**src/rtl/jtkiwi_shr_arb.sv**
```systemverilog
// Round-robin arbiter that shares one single-port work RAM between the main CPU and the sub/sound CPU.
// Each access is an ACCESS cycle followed by LAT wait cycles. A grant can chain straight out of the ok cycle.
module jtkiwi_shr_arb #(
  parameter int AW  = 13,
  parameter int DW  = 8,
  parameter int LAT = 1     // RAM read latency, legal range 1..3
) (
  input  logic          clk,
  input  logic          rstn,
  input  logic          m_cs,
  input  logic          m_we,
  input  logic [AW-1:0] m_addr,
  input  logic [DW-1:0] m_din,
  output logic [DW-1:0] m_dout,
  output logic          m_ok,
  input  logic          s_cs,
  input  logic          s_we,
  input  logic [AW-1:0] s_addr,
  input  logic [DW-1:0] s_din,
  output logic [DW-1:0] s_dout,
  output logic          s_ok,
  output logic [AW-1:0] ram_addr,
  output logic          ram_we,
  output logic [DW-1:0] ram_din,
  input  logic [DW-1:0] ram_dout,
  output logic          busy
);

  localparam int CW = 2;

  typedef enum logic [1:0] {S_IDLE, S_ACCESS, S_WAIT} state_e;
  typedef enum logic {P_MAIN = 1'b0, P_SUB = 1'b1} port_e;

  state_e        state_q, state_d;
  port_e         cur_q, cur_d, last_q, last_d, grant;
  logic          cur_we_q, cur_we_d;
  logic [CW-1:0] cnt_q, cnt_d;
  logic          m_done_q, m_done_d, s_done_q, s_done_d;
  logic [AW-1:0] ram_addr_q, ram_addr_d;
  logic          ram_we_q, ram_we_d;
  logic [DW-1:0] ram_din_q, ram_din_d;
  logic [DW-1:0] m_dout_q, m_dout_d, s_dout_q, s_dout_d;
  logic          finish, m_pend, s_pend, grant_en;

  // State register. A reset aborts any access in flight, so no ok is issued for it.
  always_ff @(posedge clk or negedge rstn) begin
    if (!rstn) begin
      state_q    <= S_IDLE;
      cur_q      <= P_MAIN;
      last_q     <= P_SUB;
      cur_we_q   <= 1'b0;
      cnt_q      <= '0;
      m_done_q   <= 1'b0;
      s_done_q   <= 1'b0;
      ram_addr_q <= '0;
      ram_we_q   <= 1'b0;
      ram_din_q  <= '0;
      m_dout_q   <= '0;
      s_dout_q   <= '0;
    end else begin
      // NOTE: non-blocking so every register samples the pre-edge value of its neighbours.
      state_q    <= state_d;
      cur_q      <= cur_d;
      last_q     <= last_d;
      cur_we_q   <= cur_we_d;
      cnt_q      <= cnt_d;
      m_done_q   <= m_done_d;
      s_done_q   <= s_done_d;
      ram_addr_q <= ram_addr_d;
      ram_we_q   <= ram_we_d;
      ram_din_q  <= ram_din_d;
      m_dout_q   <= m_dout_d;
      s_dout_q   <= s_dout_d;
    end
  end

  // Arbitration. The port that is finishing this cycle is excluded, so a held cs is not served twice.
  always_comb begin
    finish   = (state_q == S_WAIT) && (cnt_q == '0);
    m_pend   = m_cs && !m_done_q && !(finish && cur_q == P_MAIN);
    s_pend   = s_cs && !s_done_q && !(finish && cur_q == P_SUB);
    grant_en = ((state_q == S_IDLE) || finish) && (m_pend || s_pend);
    if (m_pend && s_pend) grant = (last_q == P_MAIN) ? P_SUB : P_MAIN;
    else                  grant = s_pend ? P_SUB : P_MAIN;
  end

  // Next state and datapath
  always_comb begin
    // NOTE: every variable gets a default first, so no path through the block can infer a latch.
    state_d    = state_q;
    cur_d      = cur_q;
    last_d     = last_q;
    cur_we_d   = cur_we_q;
    cnt_d      = cnt_q;
    ram_addr_d = ram_addr_q;
    ram_we_d   = 1'b0;
    ram_din_d  = ram_din_q;
    m_dout_d   = m_dout_q;
    s_dout_d   = s_dout_q;

    unique case (state_q)
      S_IDLE:   if (grant_en) state_d = S_ACCESS;
      S_ACCESS: state_d = S_WAIT;
      S_WAIT:   if (finish) state_d = grant_en ? S_ACCESS : S_IDLE;
      default:  state_d = S_IDLE;
    endcase

    if (state_q == S_ACCESS)                cnt_d = CW'(LAT - 1);
    else if (state_q == S_WAIT && !finish)  cnt_d = cnt_q - 1'b1;

    if (finish) begin
      last_d = cur_q;
      if (!cur_we_q) begin
        if (cur_q == P_MAIN) m_dout_d = ram_dout;
        else                 s_dout_d = ram_dout;
      end
    end

    if (grant_en) begin
      cur_d = grant;
      if (grant == P_MAIN) begin
        cur_we_d   = m_we;
        ram_we_d   = m_we;
        ram_addr_d = m_addr;
        ram_din_d  = m_din;
      end else begin
        cur_we_d   = s_we;
        ram_we_d   = s_we;
        ram_addr_d = s_addr;
        ram_din_d  = s_din;
      end
    end

    // done is set by ok while cs is held. Any cycle with cs low clears it.
    m_done_d = m_cs && (m_done_q || m_ok);
    s_done_d = s_cs && (s_done_q || s_ok);
  end

  // Outputs. Read data bypasses the holding register in the ok cycle itself.
  always_comb begin
    m_ok     = finish && (cur_q == P_MAIN);
    s_ok     = finish && (cur_q == P_SUB);
    busy     = (state_q != S_IDLE);
    m_dout   = (m_ok && !cur_we_q) ? ram_dout : m_dout_q;
    s_dout   = (s_ok && !cur_we_q) ? ram_dout : s_dout_q;
    ram_addr = ram_addr_q;
    ram_we   = ram_we_q;
    ram_din  = ram_din_q;
  end

endmodule

```
**config.mk**
```make
export PLATFORM = sky130hd
export DESIGN_NAME = jtkiwi_shr_arb
export DESIGN_NICKNAME = d
export VERILOG_FILES = /design/src/rtl/jtkiwi_shr_arb.sv
export SDC_FILE = /design/constraint.sdc
export NUM_CORES = 1
export LEC_CHECK = 0
export ABC_AREA = 1
export CAP_MARGIN = 20
export CORE_ASPECT_RATIO = 1.4
export CORE_MARGIN = 5
export CORE_UTILIZATION = 43
export CTS_CLUSTER_DIAMETER = 120
export DETAILED_ROUTE_END_ITERATION = 8
export GPL_TIMING_DRIVEN = 1
export PLACE_DENSITY = 0.9
export SLEW_MARGIN = 20
export SYNTH_ARGS = -nofsm -noshare
export SYNTH_HDL_FRONTEND = slang
export SYNTH_SLANG_ARGS = --single-unit
```
**constraint.sdc**
```tcl
create_clock -name clk -period 2.1 [get_ports clk]
set_input_delay 0.42 -clock clk [delete_from_list [all_inputs] [get_ports clk]]
set_output_delay 0.42 -clock clk [all_outputs]
set_load 0.02 [all_outputs]
```
==> reports/results.ini <==
[placement]
port_buffers = 96
dp_cells = 494
gp_congestion = 0.8452
hpwl_mm = 5.550

[logic_synthesis]
synthMuxAreaShare = 0.004264
synth_edf_count = 0
synth_fp_nets = 367
synth_xor_area_frac = 0
synth-seq-area-share = 0.5016
synthAdderAreaFrac = 0.005330
yosysUniqueCellTypes = 26
synth-simple-area-share = 0.2708
yosysWarnings = 0
synth_top_family_by_area = simple AND/OR/NAND/NOR gates
postSynthCellCount = 310
synth.avg_cell_area_um2 = 7.572
ys_seq_elements = 47
yosys_most_used_dff = dfrtp_1
synth_compound_area_frac = 0.08209
synthArstFlopShare = 1.000
syn_area_um2 = 2347

[clock_network]
cts_buffers = 5
path_clk_slew_ps = 90
clock_path_buffers = 2
holdBufCountCts = 0
htree_levels = 2
cts_sinks = 47
cts_tree = yes
clk_latency_ps = 300
root_buffer = clkbuf_8

[layout]
finalNonFillerCells = 516
fin_nets = 506
layout-area-overhead-vs-synth_pct = 75.05
drive_above_1_share = 0.2533
antennaDiodeCount = 0
num-fill-cells = 313
finish.utilization = 0.7847

[drt]
firstDrtPassIters = 5
wirelength_mm = 9.887
via_count = 2782
ant_nets = 0
drcViolationCount = 0
wl_per_cell_um = 19.16
drtIter0Drc = 225
viasPerCell = 5.391

[floorplan]
die_w_um = 72.44
top_level_ports = 97
initial_core_util = 0.4483
fp-row-count = 31
core_um2 = 5236
fp.dieArea_um2 = 7057
die_y_um = 97.42

[worst_setup_path]
cp_num_buf_inv = 4
criticalPathCategory = reg -> out
cp_top_family = buffers and inverters
cp_max_fo = 7
arrival_ps = 1890
crit_path_end_kind = output pin
worstPathCellList = inv_2 > ha_4 > nand4_4 > nor2_4 > buf_12 > buf_6 > nor2_2 > a21oi_2 > buf_6
cp-start-kind = flop
cpPeakStageDelay_ps = 400
slowest_stage = dfrtp_1
crit_top_cell = buf_6
cp.required_ps = 1680

[grt]
grt_pass1_wl_mm = 12.99
grt_max_degree = 29
busiest_layer = met2
globalRouteMet1Util = 0.2558
first_global_vias = 2708
grt_overflow = 0
grtUsageMet2 = 0.4330
antenna_found_initial = 0
met3_usage = 0.03934
grt_use_total = 0.2374

[power]
powerDensity_nw_per_um2 = 1459
ir_worst_vdd_mv = 0.6234
p_leak_nw = 2.099

[sta]
setup_tns_ps = -2258
whs_ps = 134.8
hold_viol = 0
final.setup.worst_slack_ps = -206.6
worst_pin_slew_ps = 654.0
finClkSkew_ps = 9.706
setup_viol = 17
period_needed_ps = 2307
relSlewSlack = 0.5640
max_freq_ghz = 0.4335
slew_violations = 0
rsz0062_at_grt = yes
finalCritPeriodShare = 1.098

[flow_run]
drv_cap = 0

[hold_path]
hold_path.class = in -> async

[outcome]
violations = setup timing
status = complete, but fails checks

## worst paths after layout
check                                   startpoint                       end  slack (ps)  cells past startpoint
setup reg to reg              cnt_q[1]$_DFFE_PN0P_      cur_we_q$_DFFE_PN0P_         -20                     11
min in group clk           ram_addr[5]$_DFFE_PN0P_   ram_addr[5]$_DFFE_PN0P_         490                      2
hold / removal                                rstn   m_dout_q[0]$_DFFE_PN0P_         130                      1
setup / recovery              cnt_q[1]$_DFFE_PN0P_                 s_dout[0]        -210                      9
hold reg to reg            ram_addr[5]$_DFFE_PN0P_   ram_addr[5]$_DFFE_PN0P_         490                      2
max in group asynchronous                     rstn  ram_addr[10]$_DFFE_PN0P_        1310                      2
## layer usage
layer / share of wire / routed length (µm)
met2: 0.54 / 5299
met5: 0 / 0
met1: 0.33 / 3216
met4: 0.062 / 615
met3: 0.076 / 755
## cell usage after synthesis, types with 2 or more instances
cell / n / share of area
a21oi_1: 16 / 0.034
buf_2: 9 / 0.019
o21ai_1: 17 / 0.036
clkbuf_1: 2 / 0.0032
nand2_1: 81 / 0.13
nand3_1: 47 / 0.10
nor2_1: 12 / 0.019
buf_4: 3 / 0.0096
inv_1: 60 / 0.096
dfrtp_1: 46 / 0.49
inv_2: 2 / 0.0032
## logic make-up (layout without fill, tap and decap cells)
logic type | Yosys count | in the layout
buf+inv | 77 | 217
flops | 47 | 47
simple gates | 147 | 147
compound gates | 37 | 37
mux | 1 | 1
fa+ha+maj | 1 | 1
## placed cells by master (no fill, tap or decap), drive strengths merged
| cell | instances |
|---|---|
| mux2i | 1 |
| buf | 68 |
| nand4 | 2 |
| dlygate4sd2 | 1 |
| nand2 | 82 |
| o22ai | 1 |
| ha | 1 |
| nand3b | 1 |
| dfrtp | 46 |
| o21a | 1 |
| clkdlybuf4s50 | 76 |
| o21ai | 18 |
| or2 | 2 |
| inv | 62 |
| clkbuf | 10 |
| a21oi | 17 |
| nand3 | 47 |
| nor2 | 13 |
| dfstp | 1 |
## flip-flops by register name, indices dropped and copies added, names as in the netlist, 2 cells and up
signal    flops
cnt_q         2
m_dout_q      8
ram_addr     13
ram_din       8
s_dout_q      8
state_q       2
## repair_timing
| item | in CTS | in global routing |
|---|---|---|
| setup endpoints to repair | 19 | 17 |
| gates resized for setup | 113 | 49 |
| gates cloned | 2 | 1 |
| pin swaps | 2 | 6 |
| buffers inserted | 6 | 6 |
## stage by stage
stage	power (mW)	setup slack, ps	instance area, µm²
final	5.996	-206.6	4109
after global routing	6.280	-244.8	4109
after CTS	5.351	-117.9	3846
after detailed placement	4.643	-294.2	3615
after global placement	4.501	-182.4	3615
after floorplan	3.105	50.12	2347
## worst register-to-register path: stages, from the launching register on
cell and delay (ps):
dfrtp_1 400, inv_2 90, ha_4 170, nand4_1 110, buf_4 160, buf_4 120
buf_4 140, nand3_1 120, buf_4 290, nand3_1 150, nand3_1 170, nand2_1 80
## report_power, final
group | internal [mW] | total [mW] | switching (mW) | leakage (nW)
registers | 1.34 | 1.67 | 0.332 | 0.564
clock network | 0.237 | 0.537 | 0.300 | 0.0395
logic | 1.73 | 3.79 | 2.05 | 1.50
total | 3.31 | 6.00 | 2.69 | 2.10
## cell type report
| cell class | count | area (µm²) | share of cell area |
|---|---|---|---|
| timing repair buffer | 147 | 1449 | 0.3526 |
| tap | 66 | 82.58 | 0.02010 |
| sequential | 47 | 1177 | 0.2865 |
| clock buffer | 8 | 80.08 | 0.01949 |
| inverter | 62 | 235.2 | 0.05725 |
| multi-input combinational | 186 | 1085 | 0.2640 |
(Power assumes the default switching activity.)
